`config.mk`:
```
export PLATFORM = sky130hd
export DESIGN_NAME = colour_map_stream
export DESIGN_NICKNAME = d
export VERILOG_FILES = /design/src/rtl/colour_map_stream.sv
export SDC_FILE = /design/constraint.sdc
export NUM_CORES = 1
export LEC_CHECK = 0
export BUFFER_PORTS_ARGS = -buffer_cell sky130_fd_sc_hd__buf_2
export CELL_PAD_IN_SITES_DETAIL_PLACEMENT = 2
export CELL_PAD_IN_SITES_GLOBAL_PLACEMENT = 2
export CORE_MARGIN = 2
export CORE_UTILIZATION = 35
export CTS_CLUSTER_SIZE = 25
export DETAILED_ROUTE_END_ITERATION = 16
export GPL_ROUTABILITY_DRIVEN = 0
export GPL_TIMING_DRIVEN = 0
export PLACE_DENSITY = 0.87
export RECOVER_POWER = 25
export SLEW_MARGIN = 20
export SYNTH_ARGS = -nofsm -noshare
export SYNTH_HDL_FRONTEND = slang
export SYNTH_SLANG_ARGS = --single-unit
```
`constraint.sdc`:
```
create_clock -name clk_i -period 7.1 [get_ports clk_i]
set_input_delay 0.71 -clock clk_i [delete_from_list [all_inputs] [get_ports clk_i]]
set_output_delay 0.71 -clock clk_i [all_outputs]
set_load 0.02 [all_outputs]
```
`src/rtl/colour_map_stream.sv`:
```
// Iteration-count to RGB mapper: normalise against frame max_iter, add the
// colour-cycling offset, apply a palette, and present registered RGB + markers.
module colour_map_stream #(
  parameter int                      MAX_ITER_WIDTH = 16,
  parameter int                      COLOUR_WIDTH   = 8,
  parameter logic [COLOUR_WIDTH-1:0] INV_KNEE       = 8'h3C
) (
  input  logic                      clk_i,
  input  logic                      rst_i,
  input  logic                      valid_i,
  output logic                      ready_o,
  input  logic [MAX_ITER_WIDTH-1:0] iter_i,
  input  logic                      sof_i,
  input  logic                      eol_i,
  input  logic [MAX_ITER_WIDTH-1:0] max_iter_i,
  input  logic [1:0]                palette_i,
  input  logic                      cycle_en_i,
  input  logic [COLOUR_WIDTH-1:0]   cycle_step_i,
  output logic                      valid_o,
  input  logic                      ready_i,
  output logic [COLOUR_WIDTH-1:0]   r_o,
  output logic [COLOUR_WIDTH-1:0]   g_o,
  output logic [COLOUR_WIDTH-1:0]   b_o,
  output logic                      sof_o,
  output logic                      eol_o
);
  localparam int MW = MAX_ITER_WIDTH;
  localparam int C  = COLOUR_WIDTH;

  typedef struct packed {
    logic         sof;
    logic         eol;
    logic [C-1:0] r;
    logic [C-1:0] g;
    logic [C-1:0] b;
  } pix_t;

  logic [3:1] vld_pipe;
  logic       adv1, adv2, adv3, in_fire;

  assign adv3    = !vld_pipe[3] || ready_i;
  assign adv2    = !vld_pipe[2] || adv3;
  assign adv1    = !vld_pipe[1] || adv2;
  assign ready_o = adv1;
  assign in_fire = valid_i && ready_o;
  assign valid_o = vld_pipe[3];

  // Frame configuration, latched on each accepted sof beat
  logic [MW-1:0] max_q;
  logic [1:0]    pal_q;
  logic [C-1:0]  acc_q, off_q;

  always_ff @(posedge clk_i) begin
    if (rst_i) begin
      max_q <= '0;
      pal_q <= '0;
      acc_q <= '0;
      off_q <= '0;
    end else if (in_fire && sof_i) begin
      max_q <= max_iter_i;
      pal_q <= palette_i;
      off_q <= acc_q;
      acc_q <= acc_q + (cycle_en_i ? cycle_step_i : '0);
    end
  end

  // The sof beat itself must see its own frame's config, so bypass the latches
  logic [MW-1:0]   eff_max;
  logic [1:0]      eff_pal;
  logic [C-1:0]    eff_off;
  logic [MW+C-1:0] wide_iter, s_wide;
  logic [C-1:0]    v_in;
  logic            black_in;
  int              p;

  always_comb begin
    eff_max   = sof_i ? max_iter_i : max_q;
    eff_pal   = sof_i ? palette_i  : pal_q;
    eff_off   = sof_i ? acc_q      : off_q;
    p         = 0;
    for (int i = 0; i < MW; i++)
      if (eff_max[i]) p = i;
    wide_iter = {{C{1'b0}}, iter_i};
    if (p >= C - 1) s_wide = wide_iter >> (p - (C - 1));
    else            s_wide = wide_iter << ((C - 1) - p);
    v_in      = s_wide[C-1:0] + eff_off;
    black_in  = (eff_max == '0) || (iter_i >= eff_max);
  end

  // S1: normalised value plus the per-beat config it needs downstream
  logic [C-1:0] s1_v;
  logic         s1_black, s1_sof, s1_eol;
  logic [1:0]   s1_pal;

  always_ff @(posedge clk_i) begin
    if (rst_i) begin
      s1_v     <= '0;
      s1_black <= 1'b0;
      s1_sof   <= 1'b0;
      s1_eol   <= 1'b0;
      s1_pal   <= '0;
    end else if (in_fire) begin
      s1_v     <= v_in;
      s1_black <= black_in;
      s1_sof   <= sof_i;
      s1_eol   <= eol_i;
      s1_pal   <= eff_pal;
    end
  end

  // S2 palette lookup
  logic [C-1:0] inv;
  pix_t         pal_pix, s2_pix, s3_pix;

  always_comb begin
    inv         = (s1_v <= INV_KNEE) ? INV_KNEE - s1_v : '0;
    pal_pix     = '0;
    pal_pix.sof = s1_sof;
    pal_pix.eol = s1_eol;
    if (!s1_black) begin
      unique case (s1_pal)
        2'd0:    begin pal_pix.r = s1_v; pal_pix.g = s1_v; pal_pix.b = inv;  end
        2'd1:    begin pal_pix.r = s1_v; pal_pix.g = inv;  pal_pix.b = s1_v; end
        2'd2:    begin pal_pix.r = inv;  pal_pix.g = s1_v; pal_pix.b = s1_v; end
        default: begin pal_pix.r = s1_v; pal_pix.g = s1_v; pal_pix.b = s1_v; end
      endcase
    end
  end

  always_ff @(posedge clk_i) begin
    if (rst_i) begin
      s2_pix <= '0;
      s3_pix <= '0;
    end else begin
      if (adv2 && vld_pipe[1]) s2_pix <= pal_pix;
      if (adv3 && vld_pipe[2]) s3_pix <= s2_pix;
    end
  end

  always_ff @(posedge clk_i) begin
    if (rst_i) begin
      vld_pipe <= '0;
    end else begin
      if (adv1) vld_pipe[1] <= in_fire;
      if (adv2) vld_pipe[2] <= vld_pipe[1];
      if (adv3) vld_pipe[3] <= vld_pipe[2];
    end
  end

  assign r_o   = s3_pix.r;
  assign g_o   = s3_pix.g;
  assign b_o   = s3_pix.b;
  assign sof_o = s3_pix.sof;
  assign eol_o = s3_pix.eol;

endmodule

```
After elaboration in Yosys (flattened, before gate mapping)
Index checks and enable logic that the tools add are counted.

Register bits after elaboration: 102. Latch bits: 0. RAM bits: 0. Memory bits (read-only): 0. Input bits: 49. Output and inout bits: 28. Logic and storage cells: 70. Memories kept: 0.

Add/sub/neg operators: 5. $mul: 0. Divide/modulo/power cells: 0. Order comparisons: 3. Equal/unequal tests: 2. Shifts and indexed selects: 2. Mux-type cells: 23. Bitwise gates (word level): 0. Reduce and logical (&&, ||, !) cells: 13.

Operators by type and width (count): 32-bit 2-to-1 mux (14); 24-bit case mux with 3 select lines (1); 32-bit by 4-bit >= comparator with 1-bit output, second input constant (1); 8-bit 2-to-1 mux (4); 16-bit by 32-bit << shifter with 8-bit output (1); 16-bit by 32-bit right shift with 8-bit output (1); 32-bit by 4-bit subtractor with 32-bit output, second input constant (1); 4-bit by 32-bit subtractor with 32-bit output, first input constant (1); 24-bit 2-to-1 mux (1); 8-bit adder (2); 16-bit >= comparator (1); 16-bit zero test (1); 16-bit 2-to-1 mux (1); 8-bit by 6-bit <= comparator with 1-bit output, second input constant (1); 6-bit by 8-bit subtractor with 8-bit output, first input constant (1); 1-bit logical AND (4); 1-bit logical OR (4); 1-bit zero test (3); 2-bit by 1-bit equality test with 1-bit output, second input constant (1); 2-bit equality test, second input constant (1); 2-bit zero test (1); 2-bit 2-to-1 mux (1); 1-bit 2-to-1 mux (1).

Depth between registers and ports, before layout
Gate-level depths: netlist of run 1.

Depth in word-level cells: 20. Depth in mapped cells: 29. Depth with buffers taken out: 24.

Worst setup path after synthesis of run 1
Ideal clock, no wire load.

Kind: input to register. Start: input port sof_i. End: register s1_v[7]. Setup time: 0.091 ns. Arrival: 5.941 ns. Required time: 7.009 ns. Slack: 1.068 ns. Stages: 24. Buffers on the path: 6. Path through: buf_6 -> buf_4 -> nor4_1 -> o21a_1 -> a211oi_4 -> o21ai_4 -> buf_2 -> buf_2 -> ha_1 -> buf_1 -> clkbuf_1 -> a21bo_2 -> o2111ai_1 -> a21oi_1 -> a311o_1 -> ha_1 -> a21o_1 -> a21o_1 -> a21o_1 -> a21oi_1 -> o21ai_0 -> xor2_1 -> or4_1 -> a311oi_1.

Word-level cells in the longest chain between the ends: 20. Elaborated cells between the ends (all ways): 24. Those cells by class: 3 x add/sub; 1 x order compare; 2 x shift; 18 x mux.

Ends and longest elaborated chain: start, declared (line 13) `input logic sof_i,`; 16-bit 2-to-1 mux (line 77) `eff_max = sof_i ? max_iter_i : max_q;`; 1-bit 2-to-1 mux (line 82) `if (eff_max[i]) p = i;`; 32-bit 2-to-1 mux (14 in a row) (line 82); 4-bit by 32-bit subtractor with 32-bit output or 32-bit by 4-bit subtractor with 32-bit output (tied branches) (line 85, 84); 16-bit by 32-bit << shifter with 8-bit output or 16-bit by 32-bit right shift with 8-bit output (tied branches) (line 85, 84); 8-bit 2-to-1 mux (line 84) `if (p >= C - 1) s_wide = wide_iter >> (p - (C - 1));`; 8-bit adder (*) (line 86) `v_in = s_wide[C-1:0] + eff_off;`; end signal, assigned (line 103) `s1_v <= v_in;`; end, declared (line 91) `logic [C-1:0] s1_v;`.

Mark *: on every way between the ends. The rest lies on a longest branch, timed or not. A chain may end at the register's enable or synchronous reset.

Worst setup path after layout of run 1
Ends and elaborated chain as after synthesis.

==> results of run 1 <==
[where the power goes]
part	leakage (nW)	switching (mW)	internal, mW	total [mW]
Clock	0.131	0.235	0.241	0.476
Sequential	0.829	0.0304	0.598	0.629
Combinational	1.86	0.300	0.201	0.501
Total	2.82	0.565	1.04	1.61
[cells in the final DEF (no fill, tap or decap), types with 3 or more instances in the layout]
cell | Yosys | layout
nand3_1 | 7 | 7
nor2_1 | 58 | 58
xor2_1 | 4 | 4
or2_2 | 4 | 4
inv_1 | 20 | 20
mux4_1 | 4 | 4
a21o_1 | 13 | 13
ha_1 | 33 | 33
nor2b_1 | 7 | 7
nand2_1 | 163 | 163
clkbuf_1 | 38 | 66
o22ai_1 | 3 | 3
or3_1 | 6 | 6
nor3b_1 | 9 | 9
o2111ai_1 | 10 | 10
nand2b_1 | 9 | 9
o21ai_0 | 40 | 40
mux4_2 | 10 | 10
nor3_1 | 13 | 13
mux2i_1 | 23 | 23
and2_1 | 9 | 9
mux2_2 | 10 | 10
clkbuf_16 | 0 | 9
a211oi_1 | 6 | 6
xnor2_1 | 7 | 7
buf_2 | 4 | 51
a21oi_1 | 94 | 94
a311oi_1 | 3 | 3
o211ai_1 | 8 | 8
buf_4 | 2 | 5
dfxtp_1 | 102 | 102
a22oi_1 | 18 | 18
[per-layer routing]
metal | global-route usage | vias up
met2 | 0.423 | 156
met4 | 0.0888 | 0
met5 | 0 | -
met1 | 0.276 | 3171
met3 | 0.0428 | 47
li1 | - | 3022
[what timing repair did]
action | in CTS | in global routing
hold buffers | 0 | 0
endpoints found under the setup margin | 0 | 1
gates resized for setup | 0 | 0
buffers inserted | 0 | 3
[final cells by class]
class	count	area (um2)	area share
Sequential cell	102	2040	0.279
Multi-Input combinational cell	623	4080	0.557
Clock buffer	10	229	0.0313
Tap cell	229	287	0.0392
Inverter	21	78.8	0.0108
Buffer	47	196	0.0269
Clock inverter	5	45.0	0.00616
Timing Repair Buffer	77	359	0.0491
[stage by stage]
step	area, um2	hold WS, ns	setup slack, ns	total power [mW]	cells
global placement	7050	0.440	0.0849	1.11	1096
detailed placement	7050	0.448	-0.0498	1.13	1096
finish	7310	0.455	0.427	1.61	1114
floorplan	6390	0.432	1.07	0.975	793
CTS	7320	0.459	0.287	1.61	1111
global route	7310	0.478	0.104	1.70	1114
[path summary, 6_finish.rpt]
path / to / depth (start not counted) / slack, ns / startpoint
max reg2reg: s1_v[7] / 21 / 0.57 / max_q[4]
max: s1_v[7] / 22 / 0.43 / sof_i
min: b_o[0] / 2 / 0.46 / b_o[0]
min reg2reg: b_o[0] / 2 / 0.46 / b_o[0]
[cells by family (layout without fill, tap and decap cells)]
family / after synthesis / in the layout / share of synthesized area
xor+xnor: 12 / 12 / 0.0176
flops: 102 / 102 / 0.319
simple gates: 294 / 294 / 0.201
buf+inv: 68 / 160 / 0.0431
mux: 50 / 50 / 0.115
fa+ha+maj: 35 / 35 / 0.0708
compound gates: 232 / 232 / 0.233
[state kept, by name, summed over array words and instances (netlist names), 3 cells and up]
register	cells
acc_q	8
b_o	8
g_o	8
max_q	16
off_q	8
r_o	8
s1_v	8
s2_pix	26
vld_pipe	3
[worst max-delay path, cell delays in order]
cell and delay, ns:
buf_6 0.12, or3_1 0.42, a211oi_1 0.38, o221ai_1 0.33
nand2_1 0.26, clkbuf_1 0.43, ha_1 0.23, buf_1 0.48
clkbuf_1 0.44, mux4_2 0.42, nand2_1 0.10, a21oi_1 0.10
a311o_1 0.29, ha_1 0.27, a21o_1 0.17, a21o_1 0.20
a21o_1 0.19, a21oi_1 0.21, o21ai_0 0.15, xor2_1 0.23
or4_1 0.54, a311oi_1 0.27
==> flow_summary.toml, run 1 <==
[drt]
wl_met1_um = 9280
viasPerCell = 5.74
met2_length_um = 11600
ant_nets = 0
wl_met3_um = 928
drtIter0Drc = 303
post_drt_wl_per_cell_um = 20.2
top_layer_used = "met4"
vias = 6396
finalWirelength_um = 22500
drcViolationCount = 0
first_pass_iters = 4

[pwr]
ir_worst_vdd_mv = 0.129
power_density_nw_per_um2 = 220
cellLeakagePower_nw = 2.82

[clocking]
path_clk_slew_ns = 0.07
clockRootBuffer = "clkbuf_16"
cts_tree = "yes"
clkLatencyLatePin_ns = 0.36
clock_path_buffers = 2
h-tree-depth = 3
cts_buffers = 9
cts.sinks = 102

[timing]
rsz0062_at_grt = "false"
tns_ns = 0
post-route-period-util = 0.940
setup_viol_count_final = 0
hold_violations = 0
slew_violations = 0
relSlewSlack = 0.393
finClkSkew_ns = 0.00734
max_clock_freq_mhz = 150
period_minus_slack_ns = 6.67
worstMarginPinSlew_ns = 0.905

[die]
fp.dieH_um = 139
die_width_um = 139
rows = 49
ios = 77
start_util = 0.356
dieArea_um2 = 19400
core_um2 = 18000

[worst_hold_path]
hold_class = "reg2reg"

[logic_synthesis]
syn_area_per_cell_um2 = 8.06
synth_top_cells_by_count = "nand2_1 (163), dfxtp_1 (102), a21oi_1 (94)"
syn_nets = 877
ys_ff_latch = 102
yosys.area.top_type = "dfxtp_1"
async_flop_share = 0
synth_warnings = 0
synth_area_um2 = 6390
synth-edff-count = 0
syn_inst = 793
yosys.area.top_type_share = 0.319
synth_cell_types = 73
synth.most_common_cell = "nand2_1"
synthFlopType = "dfxtp_1"
synthTopCellsByArea = "dfxtp_1 (32%), nand2_1 (9.6%), a21oi_1 (7.4%)"
seq_area_frac_synth = 0.319

[finish]
nets = 965
post-route-util = 0.407
diodes = 0
drive_gt1_frac = 0.122
syn_to_final_growth_pct = 14.4
fillCellCount = 2129

[global_route]
grt_pass1_vias = 6898
grt_max_degree = 18
antenna_found_initial = 0
grt_pass1_wl_um = 36500
grt_usage = 0.234
grt_overflow = 0

[worst_setup_path]
worst_ep_arrival_time_ns = 6.94
crit_type = "in2reg"
crit_fanout = 10
required_ns = 7.36
end_kind = "register"
cp-start-kind = "primary input"

[placed_design]
dpl.hpwl_um = 17500
io_buffers = 74

[status]
status = "complete, no violations"

[job]
max_cap_violations = 0
Power figures use the tool's default switching activity.
==> run 2: changes to the inputs <==
--- a/config.mk
+++ b/config.mk
@@ -5,6 +5,7 @@
 export SDC_FILE = /design/constraint.sdc
 export NUM_CORES = 1
 export LEC_CHECK = 0
+export ABC_CLOCK_PERIOD_IN_PS = 7200
 export BUFFER_PORTS_ARGS = -buffer_cell sky130_fd_sc_hd__buf_2
 export CELL_PAD_IN_SITES_DETAIL_PLACEMENT = 2
 export CELL_PAD_IN_SITES_GLOBAL_PLACEMENT = 2
==> constraint.sdc (replaced) <==
create_clock -name clk_i -period 7.2 [get_ports clk_i]
set_input_delay 0.72 -clock clk_i [delete_from_list [all_inputs] [get_ports clk_i]]
set_output_delay 0.72 -clock clk_i [all_outputs]
set_load 0.02 [all_outputs]
==> flow_summary.toml, run 2 (synthesized netlist as in run 1, its figures left out) <==
[worst_setup_path]
worst_ep_arrival_time_ns = 7.06
reg2regPathDepth = 23
reg2reg_to = "s1_v[7]"
reg2reg_setup_slack_ns = 0.65
end_kind = "register"
crit_fanout = 10
required_ns = 7.46
r2r-start = "max_q[4]"
crit_type = "in2reg"
cp-start-kind = "primary input"

[finish]
post-route-util = 0.406
drive_gt1_frac = 0.119
fin_cells = 1111
largest_reg_flops = 26
top_regs = "s2_pix: 26 flops, max_q: 16 flops"
fillCellCount = 2129
final_common_cell = "nand2_1"
nets = 962
diodes = 0
layout_common_cells = "nand2_1 (163), dfxtp_1 (102), a21oi_1 (94)"
final_area_um2 = 7290
largest_register = "s2_pix"
syn_to_final_growth_pct = 14.0

[global_route]
grt_pass1_vias = 6898
grt_usage = 0.234
grt_pass1_wl_um = 36500
grt_max_degree = 18
antenna_found_initial = 0
grt_overflow = 0

[timing]
tns_ns = 0
relSlewSlack = 0.412
finClkSkew_ns = 0.00776
post-route-period-util = 0.944
rsz0062_at_grt = "false"
period_minus_slack_ns = 6.80
slew_violations = 0
hold_violations = 0
holdWs_ns = 0.456
post-route-worst-setup-slack_ns = 0.404
max_clock_freq_mhz = 147
setup_viol_count_final = 0
worstMarginPinSlew_ns = 0.876

[clocking]
path_clk_slew_ns = 0.07
cts_buffers = 9
h-tree-depth = 3
ctsResizeCount = 0
clockRootBuffer = "clkbuf_16"
cts.sinks = 102
cts_tree = "yes"
cts_setup_buffers = 0
clock_path_buffers = 2
clkLatencyLatePin_ns = 0.36
cts_hold_buf = 0

[status]
status = "complete, no violations"

[drt]
top_layer_used = "met4"
met2_length_um = 11600
first_pass_iters = 5
drtIter0Drc = 321
wl_met3_um = 916
viasPerCell = 5.72
vias = 6355
finalWirelength_um = 22500
wl_met1_um = 9310
ant_nets = 0
drcViolationCount = 0
post_drt_wl_per_cell_um = 20.2

[pwr]
clock_power_share = 0.297
finalPower_mw = 1.58
cellLeakagePower_nw = 2.81
pwr-share-seq = 0.393
ir_worst_vdd_mv = 0.127
p_switching_uw = 556
p_comb_frac = 0.310
internal-power_mw = 1.02
power_density_nw_per_um2 = 217
swShare = 0.352

[placed_design]
dp_worst_setup_slack_ns = 0.0402
dpl_cell_area_um2 = 7050
io_buffers = 74
place_inst = 1096
dpl.hpwl_um = 17500

[die]
start_util = 0.356
fp.dieH_um = 139
ios = 77
die_width_um = 139
dieArea_um2 = 19400
rows = 49
core_um2 = 18000

[worst_hold_path]
min_from = "r_o[5]"
hold_depth = 2
hold_class = "reg2reg"
hold_path_end = "r_o[5]"

[job]
max_cap_violations = 0
==> run 2: worst max path at each step <==
stage,from,depth (start not counted),to
after floorplan,sof_i,24,s1_v[7]
after global placement,sof_i,26,s1_v[7]
after detailed placement,sof_i,26,s1_v[7]
after CTS,sof_i,26,s1_v[7]
after global routing,sof_i,26,s1_v[7]
final,sof_i,26,s1_v[7]
==> run 2: power by group through the flow <==
stage / registers [mW] / logic [mW] / clock network (mW)
finish: 0.620 / 0.490 / 0.469
CTS: 0.620 / 0.490 / 0.482
global placement: 0.630 / 0.461 / 0
floorplan: 0.623 / 0.339 / 0
global route: 0.625 / 0.538 / 0.508
detailed placement: 0.633 / 0.485 / 0
==> run 2: worst max-delay path, cell delays in order <==
cell,delay [ns]
buf_6,0.12
buf_4,0.19
nor4_1,0.39
o21a_1,0.26
a211oi_4,0.08
o21ai_4,0.37
buf_2,0.35
buf_2,0.32
ha_1,0.31
nand2_1,0.15
a2111oi_0,0.40
o211a_1,0.30
or2_1,0.12
buf_2,0.18
o2111ai_1,0.13
a21oi_1,0.30
a311o_1,0.17
ha_1,0.22
a21o_1,0.17
a21o_1,0.20
a21o_1,0.19
a21oi_1,0.21
o21ai_0,0.15
xor2_1,0.23
or4_1,0.54
a311oi_1,0.27
==> run 2: final cells by class <==
class                           instances  area [um2]  share of cell area
Inverter                               21        78.8              0.0108
Tap cell                              229         287              0.0393
Clock buffer                           10         229              0.0314
Sequential cell                       102        2040               0.280
Multi-Input combinational cell        623        4080               0.559
Clock inverter                          5        45.0             0.00618
Timing Repair Buffer                   74         337              0.0462
Buffer                                 47         196              0.0269
==> run 2: metal layers <==
metal,GRT usage,vias up
met1,0.276,3135
li1,-,3023
met5,0,-
met3,0.0428,49
met2,0.423,148
met4,0.0888,0
